**src/rtl/b_tile_addr_gen.sv**
```systemverilog
// B-operand address generator: walks B row by row in BUS_DATA-wide column
// blocks, repeating the walk once per ARRAY_HEIGHT-row tile of A.
module b_tile_addr_gen #(
  parameter int ARRAY_HEIGHT  = 4,
  parameter int BUS_WIDTH     = 256,
  parameter int ELEMENT_BYTES = 1,
  parameter int ADDR_WIDTH    = 16,
  parameter int DIM_WIDTH     = 16
) (
  input  logic                  clk,
  input  logic                  reset,
  input  logic                  start_i,
  input  logic                  abort_i,
  input  logic [DIM_WIDTH-1:0]  m,
  input  logic [DIM_WIDTH-1:0]  n,
  input  logic [DIM_WIDTH-1:0]  p,
  input  logic [ADDR_WIDTH-1:0] base_addr_b,
  input  logic [ADDR_WIDTH-1:0] row_stride,
  output logic [ADDR_WIDTH-1:0] b_fifo_addr,
  output logic [BUS_WIDTH/(8*ELEMENT_BYTES)-1:0] b_fifo_mask,
  output logic                  b_fifo_last,
  output logic                  b_fifo_incr,
  input  logic                  b_fifo_full,
  output logic                  busy_o,
  output logic                  done_o
);

  localparam int BUS_DATA = BUS_WIDTH / (8 * ELEMENT_BYTES);
  localparam int AH_LOG   = $clog2(ARRAY_HEIGHT);

  localparam logic [ADDR_WIDTH-1:0] BLK_BYTES =
    ADDR_WIDTH'(BUS_DATA * ELEMENT_BYTES);
  localparam logic [DIM_WIDTH-1:0] BD_N  = DIM_WIDTH'(BUS_DATA);
  localparam logic [DIM_WIDTH:0]   BD_W  = (DIM_WIDTH+1)'(BUS_DATA);
  localparam logic [DIM_WIDTH:0]   BD_M1 = (DIM_WIDTH+1)'(BUS_DATA - 1);
  localparam logic [DIM_WIDTH:0]   AH_M1 = (DIM_WIDTH+1)'(ARRAY_HEIGHT - 1);
  localparam logic [DIM_WIDTH-1:0] ONE_N = 1;
  localparam logic [DIM_WIDTH:0]   ONE_W = 1;

  typedef enum logic [1:0] {
    IDLE,
    EMIT,
    FINISH
  } state_t;

  state_t state_q, state_d;

  logic [DIM_WIDTH-1:0]  n_q, p_q, row_q, rem_q;
  logic [DIM_WIDTH:0]    nc_q, nr_q, cblk_q, rep_q;
  logic [ADDR_WIDTH-1:0] base_q, stride_q, blk_q, cur_q;
  logic                  zero_q;

  logic [ADDR_WIDTH-1:0] addr_q;
  logic [BUS_DATA-1:0]   mask_q, mask_w;
  logic                  last_q, incr_q;

  logic [DIM_WIDTH:0] nc_w, nr_w;
  logic row_end, blk_end, rep_end;
  logic emit, accept;

  // Block and tile counts are fixed per walk, so divide once at start.
  assign nc_w = ({1'b0, p} + BD_M1) / BD_W;
  assign nr_w = ({1'b0, m} + AH_M1) >> AH_LOG;

  assign row_end = row_q == (n_q - ONE_N);
  assign blk_end = cblk_q == (nc_q - ONE_W);
  assign rep_end = rep_q == (nr_q - ONE_W);

  always_comb begin
    mask_w = '0;
    for (int i = 0; i < BUS_DATA; i++)
      mask_w[i] = DIM_WIDTH'(i) < rem_q;
  end

  always_comb begin
    state_d = state_q;
    emit    = 1'b0;
    accept  = 1'b0;
    case (state_q)
      IDLE: begin
        if (start_i && !abort_i) begin
          state_d = EMIT;
          accept  = 1'b1;
        end
      end
      EMIT: begin
        if (abort_i) begin
          state_d = IDLE;
        end else if (zero_q) begin
          state_d = FINISH;
        end else if (!b_fifo_full) begin
          emit = 1'b1;
          if (row_end && blk_end && rep_end)
            state_d = FINISH;
        end
      end
      FINISH:  state_d = IDLE;
      default: state_d = IDLE;
    endcase
  end

  always_ff @(posedge clk) begin
    if (reset) begin
      state_q  <= IDLE;
      n_q      <= '0;
      p_q      <= '0;
      row_q    <= '0;
      rem_q    <= '0;
      nc_q     <= '0;
      nr_q     <= '0;
      cblk_q   <= '0;
      rep_q    <= '0;
      base_q   <= '0;
      stride_q <= '0;
      blk_q    <= '0;
      cur_q    <= '0;
      zero_q   <= 1'b0;
      addr_q   <= '0;
      mask_q   <= '0;
      last_q   <= 1'b0;
      incr_q   <= 1'b0;
    end else begin
      state_q <= state_d;
      incr_q  <= emit;
      if (accept) begin
        n_q      <= n;
        p_q      <= p;
        nc_q     <= nc_w;
        nr_q     <= nr_w;
        base_q   <= base_addr_b;
        stride_q <= row_stride;
        zero_q   <= (m == '0) || (n == '0) || (p == '0);
        row_q    <= '0;
        cblk_q   <= '0;
        rep_q    <= '0;
        rem_q    <= p;
        blk_q    <= base_addr_b;
        cur_q    <= base_addr_b;
      end
      if (emit) begin
        addr_q <= cur_q;
        mask_q <= mask_w;
        last_q <= row_end;
        if (!row_end) begin
          row_q <= row_q + ONE_N;
          cur_q <= cur_q + stride_q;
        end else begin
          row_q <= '0;
          if (!blk_end) begin
            cblk_q <= cblk_q + ONE_W;
            blk_q  <= blk_q + BLK_BYTES;
            cur_q  <= blk_q + BLK_BYTES;
            rem_q  <= rem_q - BD_N;
          end else begin
            // Next tile of A: replay B from the top.
            cblk_q <= '0;
            blk_q  <= base_q;
            cur_q  <= base_q;
            rem_q  <= p_q;
            rep_q  <= rep_q + ONE_W;
          end
        end
      end
    end
  end

  assign b_fifo_addr = addr_q;
  assign b_fifo_mask = mask_q;
  assign b_fifo_last = last_q;
  assign b_fifo_incr = incr_q;
  assign busy_o      = state_q == EMIT;
  assign done_o      = state_q == FINISH;

endmodule
```
**config.mk**
```make
export PLATFORM = sky130hd
export DESIGN_NAME = b_tile_addr_gen
export DESIGN_NICKNAME = d
export VERILOG_FILES = /design/src/rtl/b_tile_addr_gen.sv
export SDC_FILE = /design/constraint.sdc
export NUM_CORES = 1
export LEC_CHECK = 0
export ABC_AREA = 1
export BUFFER_PORTS_ARGS = -buffer_cell sky130_fd_sc_hd__buf_2
export CAP_MARGIN = 20
export CORE_AREA = 3 3 150 167
export DETAILED_ROUTE_END_ITERATION = 12
export DIE_AREA = 0 0 153 170
export PLACE_DENSITY_LB_ADDON = 0.05
export SLEW_MARGIN = 20
export SYNTH_ARGS = -nofsm -noshare
export SYNTH_HDL_FRONTEND = slang
export SYNTH_SLANG_ARGS = --single-unit
export TNS_END_PERCENT = 1
```
**constraint.sdc**
```tcl
create_clock -name clk -period 2.52 [get_ports clk]
set_input_delay 0.252 -clock clk [delete_from_list [all_inputs] [get_ports clk]]
set_output_delay 0.252 -clock clk [all_outputs]
set_load 0.05 [all_outputs]
```
==> impl_table.tex <==
\begin{tabular}{lr}
\hline
Metric & Value \\
\hline
\multicolumn{2}{l}{\textbf{Synth}} \\
Summed instance area of the synthesized netlist & 14000 um2 \\
Synthesized Nets & 2288 \\
Per-instance average area after synthesis & 6.43 um2 \\
Yosys warning count & 0 \\
Number of synthesized flops with an enable pin & 0 \\
Number of unique standard cell types used by synthesis & 54 \\
Sequential-to-total area share from yosys stat & 34.6\% \\
Area leader, netlist & dfxtp\_1 \\
Number of instances in the synthesized netlist & 2179 \\
Yosys top cell area share & 34.6\% \\
Share of synthesized flip-flops with an asynchronous set or reset & 0\% \\
Top\_reg\_cell synth & dfxtp\_1 \\
Number of storage elements in the synthesis netlist & 242 \\
Synth top area cells & dfxtp\_1 35\%, nand2\_1 16\%, nor2\_1 6.3\%, inv\_1 5.9\%, nand3\_1 5.7\% \\
\multicolumn{2}{l}{\textbf{STA}} \\
Layout Skew & 0.0130 ns \\
Final worst path period share & 98.2\% \\
Setup repair after global routing missed its margin & true \\
Worst slew margin relative to its limit & 41.5\% \\
Setup tns final & 0 ns \\
Number of hold-slack violations in the final timing report & 0 \\
Number of max-slew violations in the final report & 0 \\
Minimum clock period after layout & 2.47 ns \\
F\_max & 404 MHz \\
Transition time at the pin with the least slew margin & 0.875 ns \\
Setup violations, final & 0 \\
\multicolumn{2}{l}{\textbf{Run}} \\
\# Max-Cap Violations & 0 \\
\multicolumn{2}{l}{\textbf{Die}} \\
Die Ht & 170 um \\
Count of boundary I/O pins & 137 \\
Starting utilization of the core area & 59.5\% \\
\# rows & 59 \\
Die width & 153 um \\
Core region area & 23500 um2 \\
Total die area & 26000 um2 \\
\multicolumn{2}{l}{\textbf{Clock tree}} \\
Root buf cell & clkbuf\_16 \\
Clk\_lat worst skew & 0.53 ns \\
H-Tree Level Count & 1 \\
Sinks on the clock net & 242 \\
CTS tree & built \\
Inserted Clock Buffers & 26 \\
Clock-pin slew reported for the worst setup and hold paths after clock tree synthesis & 0.06 ns \\
Worst-case clock buffer depth & 3 \\
\multicolumn{2}{l}{\textbf{Hold path}} \\
Origin of the worst min-delay path & row\_stride[15] \\
Tightest Hold Check Type & in -> reg \\
Number of cells on the worst hold path & 3 \\
Hold Path Sink & stride\_q[15] \\
\multicolumn{2}{l}{\textbf{Worst setup path}} \\
Slowest cell delay on critical path & 0.33 ns \\
CP Capture Type & flip-flop \\
Max FO, Critical Path & 12 \\
Critical path's most frequent cell & nand2\_1 \\
Critical-path cell list & inv\_1 -> ha\_1 -> inv\_1 -> nand2\_1 -> nand2\_1 -> nand2\_1 -> nand2\_1 -> nor2\_1 -> nand3\_1 -> nor3\_1 -> nand4\_1 -> buf\_4 -> buf\_4 -> a21oi\_1 -> nand3\_1 -> nand2\_1 -> nand2\_1 \\
Critical Path AT & 2.89 ns \\
Startpoint type of the worst setup path & flip-flop \\
Start-to-end type of the worst setup path & reg -> reg \\
Critical path's slowest cell & dfxtp\_1 \\
Worst Reg-to-Reg Cells & 17 \\
Required arrival time at the worst endpoint & 2.94 ns \\
R2R Path Start & n\_q[1] \\
Setup slack on the worst flop-to-flop path & 0.05 ns \\
Reg2reg end & cur\_q[10] \\
\multicolumn{2}{l}{\textbf{Cells and area}} \\
Commonest non-fill, non-tap cell in the layout & nand2\_1 \\
Number of antenna repair diodes & 0 \\
Growth of design area from synthesis to finish & 15.9\% \\
Final net count & 2423 \\
Commonest cells after routing, fill and taps aside & 610 x nand2\_1, 242 x dfxtp\_1, 232 x nor2\_1, 217 x inv\_1, 161 x nand3\_1 \\
Layout cell share with drive strength beyond 1 & 12.3\% \\
\multicolumn{2}{l}{\textbf{Place}} \\
Final HPWL DP & 28000 um \\
RePlAce Congestion & 0.956 \\
Port Buffer Count & 136 \\
\multicolumn{2}{l}{\textbf{Power}} \\
Final total power & 0.0101 W \\
VDD IR max & 0.000563 V \\
Static Leak & 7.67 nW \\
Power Density & 620 nW/um2 \\
\multicolumn{2}{l}{\textbf{Detailed routing}} \\
Initial DRC count & 1001 \\
DR vias/cell & 5.48 \\
DRC viols & 0 \\
Routed WL per cell & 15.1 um \\
Number of optimization iterations in the first detailed-route pass & 5 \\
Total wirelength of the detailed-routed design & 39900 um \\
Post-route antenna net violation count & 0 \\
Vias after detailed routing & 14500 \\
\multicolumn{2}{l}{\textbf{GRT}} \\
First-pass GRT wire length & 66000 um \\
Number of global-route vias before repair & 13600 \\
GR Overflow Total & 0 \\
Pin count of the biggest net entering global routing & 133 \\
Total routing resource utilization after global routing & 29.7\% \\
Number of antenna violations at the first check in global routing & 0 \\
\multicolumn{2}{l}{\textbf{Outcome}} \\
Result of the run & finished clean \\
\hline
\end{tabular}
## cell usage after synthesis (all sizes together) (3+ instances only)
cell    instances
o21ai         158
buf            26
nor3           26
xor2           66
nand2         625
ha             23
dfxtp         242
or2             3
a21oi         160
nand4          27
o22ai           4
nor2          258
o211ai         15
a21o            3
nor4           11
o21a            3
nand3         168
o32ai           3
nand3b         10
o31ai           3
o21bai          3
xnor2          21
inv           226
and2            3
a31oi          10
clkbuf         64
a211oi          8
## cell type report
class                      instances  area, um2
timing repair buffer             197       1260
clock inverter                     7        135
clock buffer                      41        788
sequential                       242       4840
multi-input combinational       1620       7990
inverter                         227        855
tap                              305        382
fill                            2159       7290
## flip-flops by register name (all words and copies together), names as in the netlist
name	cells
b_fifo_addr	16
rem_q	16
b_fifo_mask	32
cblk_q	17
b_fifo_incr	1
base_q	16
nc_q	12
state_q	2
n_q	16
b_fifo_last	1
nr_q	15
rep_q	17
row_q	16
p_q	16
zero_q	1
stride_q	16
blk_q	16
cur_q	16
## worst max-delay path: cells and delay by family, from the launching register on
| kind | cells | cell delay (ns) |
|---|---|---|
| AO/OA/AOI/OAI | 1 | 0.17 |
| adder cells (fa/ha/maj) | 1 | 0.29 |
| buffers and inverters | 4 | 0.50 |
| flip-flops | 1 | 0.33 |
| AND/OR/NAND/NOR | 11 | 1.10 |
## cells by family after synthesis
group,after synthesis,synth area share [%]
xor+xnor,87,5.43
fa+ha+maj,24,2.20
buf+inv,317,8.78
compound gates,376,14.6
flops,242,34.6
simple gates,1133,34.5
## worst max-delay path by stage
stage	end	startpoint	slack, ns	depth (start not counted)
after floorplan	rem_q[8]	n_q[0]	0.26	17
after global placement	row_q[1]	n_q[1]	-0.11	15
after detailed placement	row_q[1]	n_q[1]	-0.1	15
after CTS	cur_q[10]	n_q[1]	-0.03	13
after global routing	state_q[0]	n_q[1]	-0.20	19
final	cur_q[10]	n_q[1]	0.05	17
## repair_timing
item / 4_1_cts / 5_1_grt
setup endpoints to repair: 24 / 101
endpoints found under the hold margin: 20 / 0
buffers inserted: 0 / 1
gates resized for setup: 3 / 5
pin swaps: 0 / 3
hold buffers: 19 / 0
## power breakdown
| group | internal, W | leakage [nW] | switching (W) |
|---|---|---|---|
| sequential | 0.00400 | 1.97 | 0.000145 |
| clock | 0.00254 | 0.454 | 0.00158 |
| combinational | 0.000615 | 5.24 | 0.00119 |
| total | 0.00716 | 7.67 | 0.00292 |
## metal layers
metal | wire, um | vias to the layer above | global-route usage, %
met3 | 2290 | 66 | 3.33
li1 | - | 7307 | -
met4 | 979 | 0 | 8.49
met2 | 19200 | 447 | 52.3
met5 | 0 | - | 0
met1 | 17400 | 6632 | 38.8
## metrics by stage
| step | worst slack [ns] | utilization [%] | area, um2 | cells | hold slack, ns |
|---|---|---|---|---|---|
| floorplan | 0.257 | - | 14000 | 2179 | 0.398 |
| global placement | -0.114 | 64.1 | 15100 | 2571 | 0.451 |
| detailed placement | -0.0993 | 64.1 | 15100 | 2571 | 0.453 |
| CTS | -0.0270 | 68.9 | 16200 | 2638 | 0.00246 |
| global route | -0.200 | 69.0 | 16300 | 2639 | 0.0204 |
| finish | 0.0459 | 69.0 | 16300 | 2639 | 0.0138 |
No activity file was read; power rests on OpenSTA's default activity.
